--- config.mk ---
export PLATFORM = sky130hd
export DESIGN_NAME = ram_arbiter
export DESIGN_NICKNAME = d
export VERILOG_FILES = /design/src/rtl/ram_arbiter.sv
export SDC_FILE = /design/constraint.sdc
export NUM_CORES = 1
export LEC_CHECK = 0
export CAP_MARGIN = 20
export CORE_MARGIN = 3
export CORE_UTILIZATION = 35
export CTS_BUF_LIST = sky130_fd_sc_hd__clkbuf_4 sky130_fd_sc_hd__clkbuf_8
export DETAILED_ROUTE_END_ITERATION = 16
export GPL_TIMING_DRIVEN = 0
export HOLD_SLACK_MARGIN = 0.06
export PLACE_DENSITY = 0.81
export SYNTH_ARGS = -nofsm -noshare
export SYNTH_HDL_FRONTEND = slang
export SYNTH_SLANG_ARGS = --single-unit
--- constraint.sdc ---
create_clock -name clock -period 2.1 [get_ports clock]
set_input_delay 0.42 -clock clock [delete_from_list [all_inputs] [get_ports clock]]
set_output_delay 0.42 -clock clock [all_outputs]
set_load 0.02 [all_outputs]
--- src/rtl/ram_arbiter.sv ---
`default_nettype none
// ============================================================================
// Module      : ram_arbiter
// Description : Shares a single 16x8 program/data RAM (asynchronous read,
//               write on rising clock) between the CPU datapath and a
//               program-loader requester. CPU strobes pass straight through
//               with zero added latency and always win; the loader uses a
//               req/ack handshake and is served only in CPU-idle cycles.
//
// Ports       : clock, clear          - clock, synchronous active-high reset
//               cpu_addr/wdata/rd/wr  - CPU access (MAR, bus, ram_out, ram_in)
//               cpu_halted            - CPU halted flag
//               cpu_rdata             - read data to bus (= ram_rdata)
//               ld_req/we/addr/wdata  - loader request, held until ld_ack
//               ld_ack, ld_rdata      - loader completion pulse / read data
//               ram_addr/we/wdata     - RAM macro drive
//               ram_rdata             - RAM asynchronous read data
//               owner                 - 00 none, 01 CPU, 10 loader
//               conflict              - sticky, cpu_rd & cpu_wr seen together
//               ld_starved            - sticky loader starvation flag
//
// Build macro : RAM_ARB_LOAD_WHILE_RUN_EN - when defined, the loader may use
//               any CPU-idle cycle even while the CPU runs; otherwise the
//               loader is only served while cpu_halted=1.
//
// Revision    : 1.0 - initial release
// ============================================================================
module ram_arbiter #(
    parameter int ADDR_W       = 4,
    parameter int DATA_W       = 8,
    parameter int STARVE_LIMIT = 16,
    parameter int WAIT_W       = 8
) (
    input  logic              clock,
    input  logic              clear,
    // CPU side
    input  logic [ADDR_W-1:0] cpu_addr,
    input  logic [DATA_W-1:0] cpu_wdata,
    input  logic              cpu_rd,
    input  logic              cpu_wr,
    input  logic              cpu_halted,
    output logic [DATA_W-1:0] cpu_rdata,
    // Loader side
    input  logic              ld_req,
    input  logic              ld_we,
    input  logic [ADDR_W-1:0] ld_addr,
    input  logic [DATA_W-1:0] ld_wdata,
    output logic              ld_ack,
    output logic [DATA_W-1:0] ld_rdata,
    // RAM macro side
    output logic [ADDR_W-1:0] ram_addr,
    output logic              ram_we,
    output logic [DATA_W-1:0] ram_wdata,
    input  logic [DATA_W-1:0] ram_rdata,
    // Status
    output logic [1:0]        owner,
    output logic              conflict,
    output logic              ld_starved
);

    typedef enum logic [0:0] {
        L_IDLE = 1'b0,
        L_RESP = 1'b1
    } state_t;

    localparam logic [WAIT_W-1:0] c_WAIT_MAX = {WAIT_W{1'b1}};
    localparam logic [WAIT_W-1:0] c_STARVE   = WAIT_W'(STARVE_LIMIT);

    localparam logic [1:0] c_OWN_NONE = 2'b00;
    localparam logic [1:0] c_OWN_CPU  = 2'b01;
    localparam logic [1:0] c_OWN_LD   = 2'b10;

    state_t              r_state;
    logic                r_ld_ack;
    logic [DATA_W-1:0]   r_ld_rdata;
    logic [WAIT_W-1:0]   r_wait_cnt;
    logic                r_ld_starved;
    logic                r_conflict;

    logic                w_cpu_act;
    logic                w_loader_ok;
    logic                w_grant;
    logic [WAIT_W-1:0]   w_wait_next;

    assign w_cpu_act = cpu_rd | cpu_wr;

`ifdef RAM_ARB_LOAD_WHILE_RUN_EN
    // Loader steals any CPU-idle cycle; the halted flag is irrelevant here.
    assign w_loader_ok = 1'b1;
`else
    assign w_loader_ok = cpu_halted;
`endif

    // Grant is suppressed during clear so no loader write reaches the RAM
    // in a reset cycle.
    assign w_grant = (r_state == L_IDLE) & ld_req & ~w_cpu_act & w_loader_ok & ~clear;

    // RAM drive mux: CPU first, then loader grant, otherwise park at zero.
    // Only one source can be selected, so owner can never read 11.
    always_comb begin
        ram_addr  = '0;
        ram_wdata = '0;
        ram_we    = 1'b0;
        owner     = c_OWN_NONE;
        if (w_cpu_act) begin
            ram_addr  = cpu_addr;
            ram_wdata = cpu_wdata;
            ram_we    = cpu_wr;   // write wins when both strobes are high
            owner     = c_OWN_CPU;
        end else if (w_grant) begin
            ram_addr  = ld_addr;
            ram_wdata = ld_wdata;
            ram_we    = ld_we;
            owner     = c_OWN_LD;
        end
    end

    // Starvation counter: counts blocked idle cycles with a pending request,
    // holds through the response cycle, and restarts on grant or idle req.
    always_comb begin
        w_wait_next = r_wait_cnt;
        if (!ld_req || w_grant) begin
            w_wait_next = '0;
        end else if (r_state == L_IDLE) begin
            if (r_wait_cnt != c_WAIT_MAX) begin
                w_wait_next = r_wait_cnt + 1'b1;
            end
        end
    end

    always_ff @(posedge clock) begin
        if (clear) begin
            r_state      <= L_IDLE;
            r_ld_ack     <= 1'b0;
            r_ld_rdata   <= '0;
            r_wait_cnt   <= '0;
            r_ld_starved <= 1'b0;
            r_conflict   <= 1'b0;
        end else begin
            r_wait_cnt   <= w_wait_next;
            r_ld_starved <= r_ld_starved | (w_wait_next >= c_STARVE);
            r_conflict   <= r_conflict | (cpu_rd & cpu_wr);

            case (r_state)
                L_IDLE: begin
                    r_ld_ack <= 1'b0;
                    if (w_grant) begin
                        r_state  <= L_RESP;
                        r_ld_ack <= 1'b1;
                        if (!ld_we) begin
                            r_ld_rdata <= ram_rdata;
                        end
                    end
                end
                L_RESP: begin
                    // Ack completes regardless of cpu_halted changing.
                    r_state  <= L_IDLE;
                    r_ld_ack <= 1'b0;
                end
                default: begin
                    r_state  <= L_IDLE;
                    r_ld_ack <= 1'b0;
                end
            endcase
        end
    end

    assign cpu_rdata  = ram_rdata;
    assign ld_ack     = r_ld_ack;
    assign ld_rdata   = r_ld_rdata;
    assign conflict   = r_conflict;
    assign ld_starved = r_ld_starved;

endmodule
`default_nettype wire

# After elaboration in Yosys (flattened, before gate mapping)
# Index checks and enable logic that the tools add are counted.
[word_totals]
ff_bits = 19
input_bits = 39
out_inout_bits = 34
wordCells = 36
[op_classes]
add_sub_neg = 1
magnitude_cmp = 1
n_eq_ne = 1
mux = 13
bitwise = 12
reduce_logical = 3
[op_table]
columns = ["op", "n"]
rows = [
  ["2-to-1 mux 8 bit", 5],
  ["adder 8 x 1 -> 8 bit, second input constant", 1],
  ["greater-or-equal comparator 8 x 5 -> 1 bit, second input constant", 1],
  ["2-to-1 mux 4 bit", 2],
  ["!= test 8 bit, second input constant", 1],
  ["AND 1 bit", 5],
  ["2-to-1 mux 2 bit", 2],
  ["NOT 1 bit", 4],
  ["2-to-1 mux 1 bit", 3],
  ["bitwise OR 1 bit", 3],
  ["AND reduction 3 bit", 1],
  ["one-hot mux 1 bit (2 select lines)", 1],
  ["logical NOT 1 bit", 1],
  ["logical OR 1 bit", 1],
]

# Longest topological paths before layout
[depth]
ltp_word = 9
mapped_depth = 5
depth_no_buf = 5

# Least setup slack after synthesis
# OpenSTA, ideal clock, no wires.
[synth_path]
path_type = "register to output"
start = "reg ld_ack (netlist name)"
end = "out ram_addr[2]"
arrival_ns = 1.634
t_required_ns = 1.680
slack_ns = 0.046
stages_incl_launch_ff = 5
path_buffers = 1
cell_sequence = "dfxtp_1 > nor4b_4 > nor2b_1 > buf_2 > a22o_1"
[synth_lines]
columns = ["item", "line_no", "source"]
rows = [
  ["end: declaration", "51", "output logic [ADDR_W-1:0] ram_addr,"],
]

# Worst setup path after layout
[layout_path]
start = "in ram_rdata[4]"
end = "out cpu_rdata[4]"
[layout_lines]
columns = ["item", "line_no", "source"]
rows = [
  ["start: declaration", "54", "input logic [DATA_W-1:0] ram_rdata,"],
  ["end: declaration", "42", "output logic [DATA_W-1:0] cpu_rdata,"],
]
# No word-level cell between the ends.

==> results_dict.tcl <==
set metrics [dict create \
    hpwl_mm 2.560 \
    crit_required_ns 1.68 \
    ys_async_sr_fraction 0 \
    synth_cell_types 34 \
    power.density_nw_per_um2 431.0 \
    num_vias 1161 \
    final_nets 230 \
    grt_start_max_net_pins 11 \
    skew_ns 0.002106 \
    grt_pass1_wl_mm 5.250 \
    cts.sink_count 19 \
    irDropWorstVdd_v 0.0003822 \
    clock_path_buffers 2 \
    slew_headroom 0.7147 \
    diodes 0 \
    synthCells 108 \
    cts_made_buffers 3 \
    root_buffer "clkbuf_4" \
    drc 0 \
    fmax_mhz 488.0 \
    synthTopCellsByArea "dfxtp_1, a22o_1, mux2i_1" \
    layout-drive-gt1-share 0.2275 \
    fp.dieH_um 60.11 \
    dr.pass1.iters 4 \
    clk_pin_slew_worst_paths_ns 0.11 \
    synth_area_um2 1025 \
    finalMaxSlewViolations 0 \
    seq_area_um2 384.1 \
    multiInputGateArea_um2 569.3 \
    die-area_um2 3613 \
    grt-ovfl-total 0 \
    startpoint_type "input port" \
    rsz0062_at_grt "false" \
    insertion_delay_ns 0.29 \
    worst-setup-path-type "input port to primary output" \
    hp-class "input port to flip-flop" \
    synth_seq_cells 19 \
    crit_fanout 2 \
    syn2layout_area_growth_pct 79.73 \
    status "complete, no violations" \
    dp_slack_ns -1.079 \
    initial_core_util 0.3889 \
    finalCritPeriodShare 0.9758 \
    crit_buf_inv 3 \
    grt_pass1_vias 1161 \
    syn_nets 148 \
    routed_wl_mm 3.332 \
    cts_htree_levels 1 \
    tightest_slew_ns 0.4279 \
    drt_iter0_markers 29 \
    crit_top_cell "clkdlybuf4s50_1" \
    synth_ff_type "dfxtp_1" \
    place_congestion 0.8270 \
    period_minus_slack_ns 2.049 \
    setup_ws_ns 0.05089 \
    finalSetupViolCount 0 \
    p_total_uw 793.8 \
    hold_viol 0 \
    synth.most_common_cell "dfxtp_1" \
    critical-path-max-stage-delay_ns 0.59 \
    vias_per_cell 5.301 \
    synth_top_area_frac 0.3712 \
    cp-end-kind "primary output" \
    postPlaceCellArea_um2 1783 \
    die_x_um 60.11 \
    ys_seq_area_frac 0.3712 \
    crit_family "buffers and inverters" \
    yosysTopAreaCell "dfxtp_1" \
    fp-row-count 18 \
    ys_warn_count 0 \
    synth_edf_count 0 \
    worst_ep_arrival_time_ns 1.63 \
    path_cells "clkdlybuf4s50_1 > buf_4 > clkdlybuf4s50_1" \
    synth_common_cells "dfxtp_1, nor2_1, a22o_1, buf_4, mux2i_1" \
    gr-usage-all-layers 0.1873 \
    slowest_stage "clkdlybuf4s50_1" \
    core_um2 2635 \
    port_buffers 72 \
    maxCapViolCount 0 \
    fin_area_um2 1842 \
    power.leakage_uw 0.0007626 \
    wl_per_cell_um 15.21 \
    fill_cells 220 \
    synth_area_per_cell_um2 9.488 \
    ios 73 \
    grt_antenna_before_repair 0 \
    cts_tree "built" \
    drtAntennaViolNets 0 \
]
-- final cells by class --
type	count	area share
repair buffers	77	0.3899
multi-input cells	74	0.3091
flip-flops and latches	19	0.2086
plain buffers	13	0.05163
well taps	30	0.02038
clock buffers	4	0.01630
inverters	2	0.004076
-- kinds of logic after synthesis --
| family | after synthesis | synth area share |
|---|---|---|
| and+or+nand+nor | 37 | 0.2198 |
| AOI/OAI and AO/OA | 25 | 0.1954 |
| DFF | 19 | 0.3712 |
| buffers and inverters | 15 | 0.09036 |
| muxes | 10 | 0.1026 |
| xor gates and xnor gates | 1 | 0.008549 |
| adders and majority gates | 1 | 0.01221 |
-- layer usage --
metal,global-route usage,share of wire,vias to the layer above
li1,-,-,559
met1,0.1977,0.34,525
met3,0.06695,0.14,0
met5,0,0,-
met4,0.03797,0,0
met2,0.3519,0.51,77
-- worst register-to-register path, stage by stage (launching register included) --
cell and delay (ns):
dfxtp_1 0.38, ha_1 0.21, nand4_1 0.11, o2111a_1 0.28, mux2_4 0.31, or4b_1 0.50
-- path summary, 6_finish.rpt --
kind / end / from / slack [ns] / cells past startpoint
max: cpu_rdata[4] / ram_rdata[4] / 0.05 / 3
min: conflict$_SDFF_PP0_ / cpu_rd / 0.44 / 3
max reg2reg: ld_starved$_SDFF_PP0_ / r_wait_cnt[0]$_SDFF_PP0_ / 0.19 / 5
min reg2reg: conflict$_SDFF_PP0_ / conflict$_SDFF_PP0_ / 0.48 / 2
-- cells in the final DEF, fill, tap and decap left out, drive strengths merged --
cell type	count
clkdlybuf4s50	54
buf	29
dfxtp	19
nor2	13
a22o	12
mux2i	9
clkbuf	8
and3	4
nand3	3
nor2b	3
nand4	2
nor3b	2
nor3	2
and4b	2
a31oi	2
inv	2
a21oi	2
dlygate4sd2	2
or2	2
nand2b	1
nor4b	1
a21o	1
and2b	1
a31o	1
a21boi	1
o2111a	1
mux2	1
a211oi	1
a32oi	1
or4b	1
o21a	1
xnor2	1
a311oi	1
o21ai	1
ha	1
clkdlybuf4s15	1
-- stage by stage --
step / utilization / hold WS (ns) / instances / setup TNS, ns
finish: 0.6990 / 0.4379 / 219 / 0
global route: 0.6990 / 0.4792 / 219 / 0
CTS: 0.6942 / 0.4845 / 218 / 0
detailed placement: 0.6766 / 0.4577 / 210 / -15.85
global placement: 0.6766 / 0.4569 / 210 / -14.68
floorplan: - / 0.4616 / 108 / 0
-- sequential cells by signal, summed over array words and instances (netlist names) --
| register | count |
|---|---|
| ld_starved | 1 |
| ld_rdata | 8 |
| r_wait_cnt | 8 |
| ld_ack | 1 |
| conflict | 1 |
-- where the power goes --
part	switching, µW	internal, µW
clock network	109	86.7
logic	92.9	139
registers	3.02	364
-- timing repair --
item | 4_1_cts | 5_1_grt
hold buffers | 0 | 0
setup endpoints to repair | 15 | 14
cloned | 1 | 0
gates resized for setup | 79 | 9
buffers inserted | 3 | 1
endpoints found under the hold margin | 0 | 0
pin swaps | 2 | 1
(Power assumes the default switching activity.)
==> patch 1: new RTL, same flow settings <==
Add a define of `RAM_ARB_LOAD_WHILE_RUN_EN`.
--- a/src/rtl/ram_arbiter.sv
+++ b/src/rtl/ram_arbiter.sv
@@ -25,6 +25,8 @@
 //
 // Revision    : 1.0 - initial release
 // ============================================================================
+`define RAM_ARB_LOAD_WHILE_RUN_EN
+
 module ram_arbiter #(
     parameter int ADDR_W       = 4,
     parameter int DATA_W       = 8,
Check against the original RTL: not equivalent (a bounded check fails within 4 cycles, from zero or initial values).
==> patch 1 against the original RTL <==
  * Area after synthesis increased by 0.98%
  * Die area increased by 0.87%
  * Worst setup slack improved by 12 ps
  * Global-route usage fell by 0.57 points
  * Cell area increased by 0.27%
  * Wire length fell by 3.5%
  * Core utilization is 3.5 points lower
  * Maximum frequency grew 0.60%
  * Worst hold slack got worse by 73 ps
  * Sequential share of layout area decreased by 0.26 points
  * Total power increased by 2.3%
  * Clock power barely moved
  * Sequential cell count unchanged
  * Critical endpoint is now cpu_rdata[1]
  * Largest cell class unchanged
  * Highest routed layer is now met4
==> patch 1: results (changes against the original RTL) <==
Outcome: complete, no violations
Tot GR Track Use: 0.182 (-0.00574)
CTS resizes: 84 (+6.3%)
Vias in the first global route: 1201 (+3.4%)
Max_slew headroom: 0.519 (-0.196)
Initial DRC Count: 23 (-21%)
Crit path from: ram_rdata[1]
Clk_lat worst skew: 310 ps (+20 ps)
Post-synthesis mux area share: 0.0871 (-0.0155)
Layout cell share with drive strength beyond 1: 0.220 (-0.00762)
Most common library cells after synthesis: dfxtp_1 (19), nor2_1 (16), a22o_1 (12)
Reg-to-reg slack, setup: 320 ps (+130 ps)
Pleak: 0.750 nW (-1.6%)
Synth cell types: 35 (+2.9%)
Global-route wire length before repair: 5.13 mm (-2.4%)
Compound-cell area share of the yosys netlist: 0.235 (+0.0392)
Main area contributors after synthesis: dfxtp_1 (37%), a22o_1 (10%), mux2i_1 (8.7%), buf_4 (6.5%), nor2_1 (5.8%)
HPWL Detailed: 2.54 mm (-0.71%)
Worst VDD drop: 0.434 mV (+14%)
R2R depth: 6 (+1)
Sequential area share after synthesis: 0.368 (-0.00359)
Synth Instances: 111 (+2.8%)
CP endpoint: cpu_rdata[1]
Largest net degree at the start of global routing: 12 (+1)
Layout Nets: 232 (+0.87%)
Synth Net Count: 151 (+2.0%)
Placed insts: 213 (+1.4%)
## patch 1: cell count changes after synthesis, sizes merged, moves of 3 or more
cell and change:
and3 -3, o21bai +3, nand3b +3, nor2 +3
## patch 1: layout make-up
cell class	instances	area [µm²]	share of cell area
timing repair buffer	76	717	0.388
multi-input combinational	77	573	0.310
clock inverter	1	5.00	0.00271
tap	31	38.8	0.0210
buffer	15	110	0.0596
clock buffer	3	22.5	0.0122
sequential	19	380	0.206
## patch 1: per-stage QoR
| step | hold WS, ps | area (µm²) | total power, W | TNS [ps] | setup WS [ps] |
|---|---|---|---|---|---|
| 3_5_place_dp | 462 | 1790 | 0.000624 | -16360 | -1070 |
| 4_1_cts | 492 | 1840 | 0.000817 | 0 | 33.6 |
| 6_report | 365 | 1850 | 0.000812 | 0 | 63.1 |
| 2_1_floorplan | 479 | 1040 | 0.000480 | 0 | 35.1 |
| 3_3_place_gp | 454 | 1790 | 0.000620 | -15160 | -1000 |
| 5_1_grt | 393 | 1850 | 0.000848 | 0 | 18.1 |
## patch 1: layer usage
metal	track usage	routed length, µm
met1	0.210	1240
met3	0.0511	269
met4	0.0759	47
met5	0	0
met2	0.313	1660
## patch 1: cells by family (layout without fill, tap and decap cells)
kind of cell | after synthesis | in the layout
buffers and inverters | 15 | 95
adders and majority gates | 1 | 1
AOI/OAI and AO/OA | 31 | 31
muxes | 9 | 9
xor gates and xnor gates | 1 | 1
DFF | 19 | 19
and+or+nand+nor | 35 | 35
## patch 1: tightest hold or removal path, cell delays in order
cell and delay (ps):
clkbuf_2 90, a21oi_1 60, nor2_1 70
## patch 1: where the power goes
part | switching [W] | internal [W]
sequential | 0.00000343 | 0.000366
combinational | 0.000102 | 0.000146
clock | 0.000124 | 0.0000712
==> patch 2: new RTL, config.mk and constraints unchanged <==
Without the edit above. Set the parameter `WAIT_W` to 10 (it was 8).
--- a/src/rtl/ram_arbiter.sv
+++ b/src/rtl/ram_arbiter.sv
@@ -29,7 +29,7 @@
     parameter int ADDR_W       = 4,
     parameter int DATA_W       = 8,
     parameter int STARVE_LIMIT = 16,
-    parameter int WAIT_W       = 8
+    parameter int WAIT_W       = 10
 ) (
     input  logic              clock,
     input  logic              clear,
Check against the original RTL: no difference found for any inputs over 10 cycles, from zero or initial values; that may be too few to reach the edited logic, so the function may still have changed.
==> patch 2 against the original RTL <==
  * Wire length increased by 9.7%
  * Area after synthesis increased by 17%
  * Worst setup slack about the same
  * Cell area increased by 10%
  * Sequential cell count increased by 2
  * Sequential power increased by 11%
  * Total power increased by 7.6%
  * Final cell count increased by 15%
  * Critical path type unchanged
==> patch 2: results (changes against the original RTL) <==
Async SR Flop Fraction: 0 (unchanged)
Fill cells: 274 (+25%)
Main area contributors after synthesis: dfxtp_1 (35%), mux2i_1 (10%), a22o_1 (8.8%), buf_4 (6.9%), nor2_1 (6.6%)
Register area: 420 µm² (+9.4%)
Multi-In Gates: 88 (+19%)
Reg-to-reg slack, setup: 220 ps (+30 ps)
Data buffer area share: 0.414 (-0.0272)
Vias in the first global route: 1302 (+12%)
Largest net degree at the start of global routing: 12 (+1)
Placed insts: 242 (+15%)
Most common library cells after synthesis: dfxtp_1 (21), nor2_1 (21), a22o_1 (12), mux2i_1 (12), buf_4 (11)
Worst VDD drop: 0.258 mV (-33%)
Post-Layout Cell Count: 251 (+15%)
Hold-critical path depth: 3 (unchanged)
Tot GR Track Use: 0.179 (-0.00794)
Clock-cell share: 0.0148 (-0.00153)
Synth Net Count: 166 (+12%)
Slowest cell delay on critical path: 590 ps (about the same)
Buffers, non-clock: 92 (+2.2%)
Critical Path AT: 1630 ps (about the same)
Avg Synthesized Cell Area: 9.52 µm² (+0.37%)
Sequential area share after synthesis: 0.350 (-0.0208)
Synth cell types: 40 (+18%)
Non-clk invs: 2 (unchanged)
Initial antenna violation count: 0 (unchanged)
Avg WL per Cell: 14.6 µm (-4.3%)
Flip-flop count of the largest register after layout: 10
DR vias/cell: 4.94 (-6.9%)
Global-route wire length before repair: 5.96 mm (+14%)
CTS root buf: clkbuf_4
Compound-cell area share of the yosys netlist: 0.151 (-0.0442)
Reg with most FFs: r_wait_cnt
CTS sink count: 21 (+2)
Outcome: complete, no violations
Max_slew headroom: 0.654 (-0.0609)
Pleak: 0.835 nW (+9.5%)
Clk pin slew, worst setup/hold paths: 120 ps
Clock Skew: 5.91 ps (+3.80 ps)
Worst-path fanout max: 2 (unchanged)
Post-Synth XOR/XNOR Area: 0.0438 (+0.0352)
Layout cell share with drive strength beyond 1: 0.251 (+0.0237)
Synth warn: 0 (unchanged)
R2R depth: 6 (+1)
Fraction of area in multi-input gates: 0.333 (+0.0240)
Hold crit path type: in2reg
Adder-cell share of the synthesized area: 0.0104 (-0.00178)
Inserted Diodes: 0 (unchanged)
Post-synthesis mux area share: 0.109 (+0.00692)
Initial DRC Count: 30 (+3.4%)
Routability cong.: 0.727 (-12%)
Main synth FF type: dfxtp_1
Clock Tree Buf Depth: 2 (unchanged)
Number of clock buffers inserted by TritonCTS: 3 (unchanged)
HPWL Detailed: 2.85 mm (+11%)
==> patch 2: changes by cell type after synthesis, moves of 3 or more <==
cell	delta
nand2_1	+4
nor2_1	+8
mux2i_1	+3
and3_1	-3
xor2_1	+3
==> patch 2: routing by layer <==
metal / track usage / part of all wire / vias up
met5: 0 / 0 / -
li1: - / - / 608
met4: 0.0396 / 0.012 / 0
met3: 0.0468 / 0.062 / 6
met1: 0.222 / 0.43 / 578
met2: 0.311 / 0.49 / 47
==> patch 2: power by group <==
part / switching, W / total, W / internal [W]
Clock: 0.000124 / 0.000210 / 0.0000868
Sequential: 0.00000428 / 0.000407 / 0.000403
Combinational: 0.0000971 / 0.000237 / 0.000140
Total: 0.000225 / 0.000855 / 0.000630
==> patch 2: per-stage QoR <==
step                 util  setup TNS [ps]  setup slack (ps)  hold WS [ps]  instance area (µm²)
finish              0.644               0              50.4           375                 2030
global placement    0.627          -12870              -967           451                 1980
detailed placement  0.627          -14520             -1040           456                 1980
global route        0.644           -4.18             -4.18           415                 2030
floorplan               -               0              82.9           503                 1200
CTS                 0.640               0              20.3           474                 2020
==> patch 2: what timing repair did <==
item	4_1_cts	5_1_grt
endpoints found under the setup margin	15	10
pin swaps	4	3
cloned	1	0
gates resized for setup	82	3
buffers inserted	2	2
==> patch 2: cell families after synthesis <==
family | count (synthesis)
and+or+nand+nor | 46
AOI/OAI and AO/OA | 22
DFF | 21
buffers and inverters | 17
muxes | 13
xor gates and xnor gates | 6
adders and majority gates | 1
==> patch 2: path summary, 6_finish.rpt <==
path,from,endpoint
hold reg to reg,ld_starved,ld_starved
setup reg to reg,r_wait_cnt[0],ld_starved
setup / recovery,ram_rdata[7],cpu_rdata[7]
hold / removal,cpu_wr,conflict
==> patch 2: critical path: cells and delay by family <==
kind                   cells  cell delay, ps
buffers and inverters      3            1220
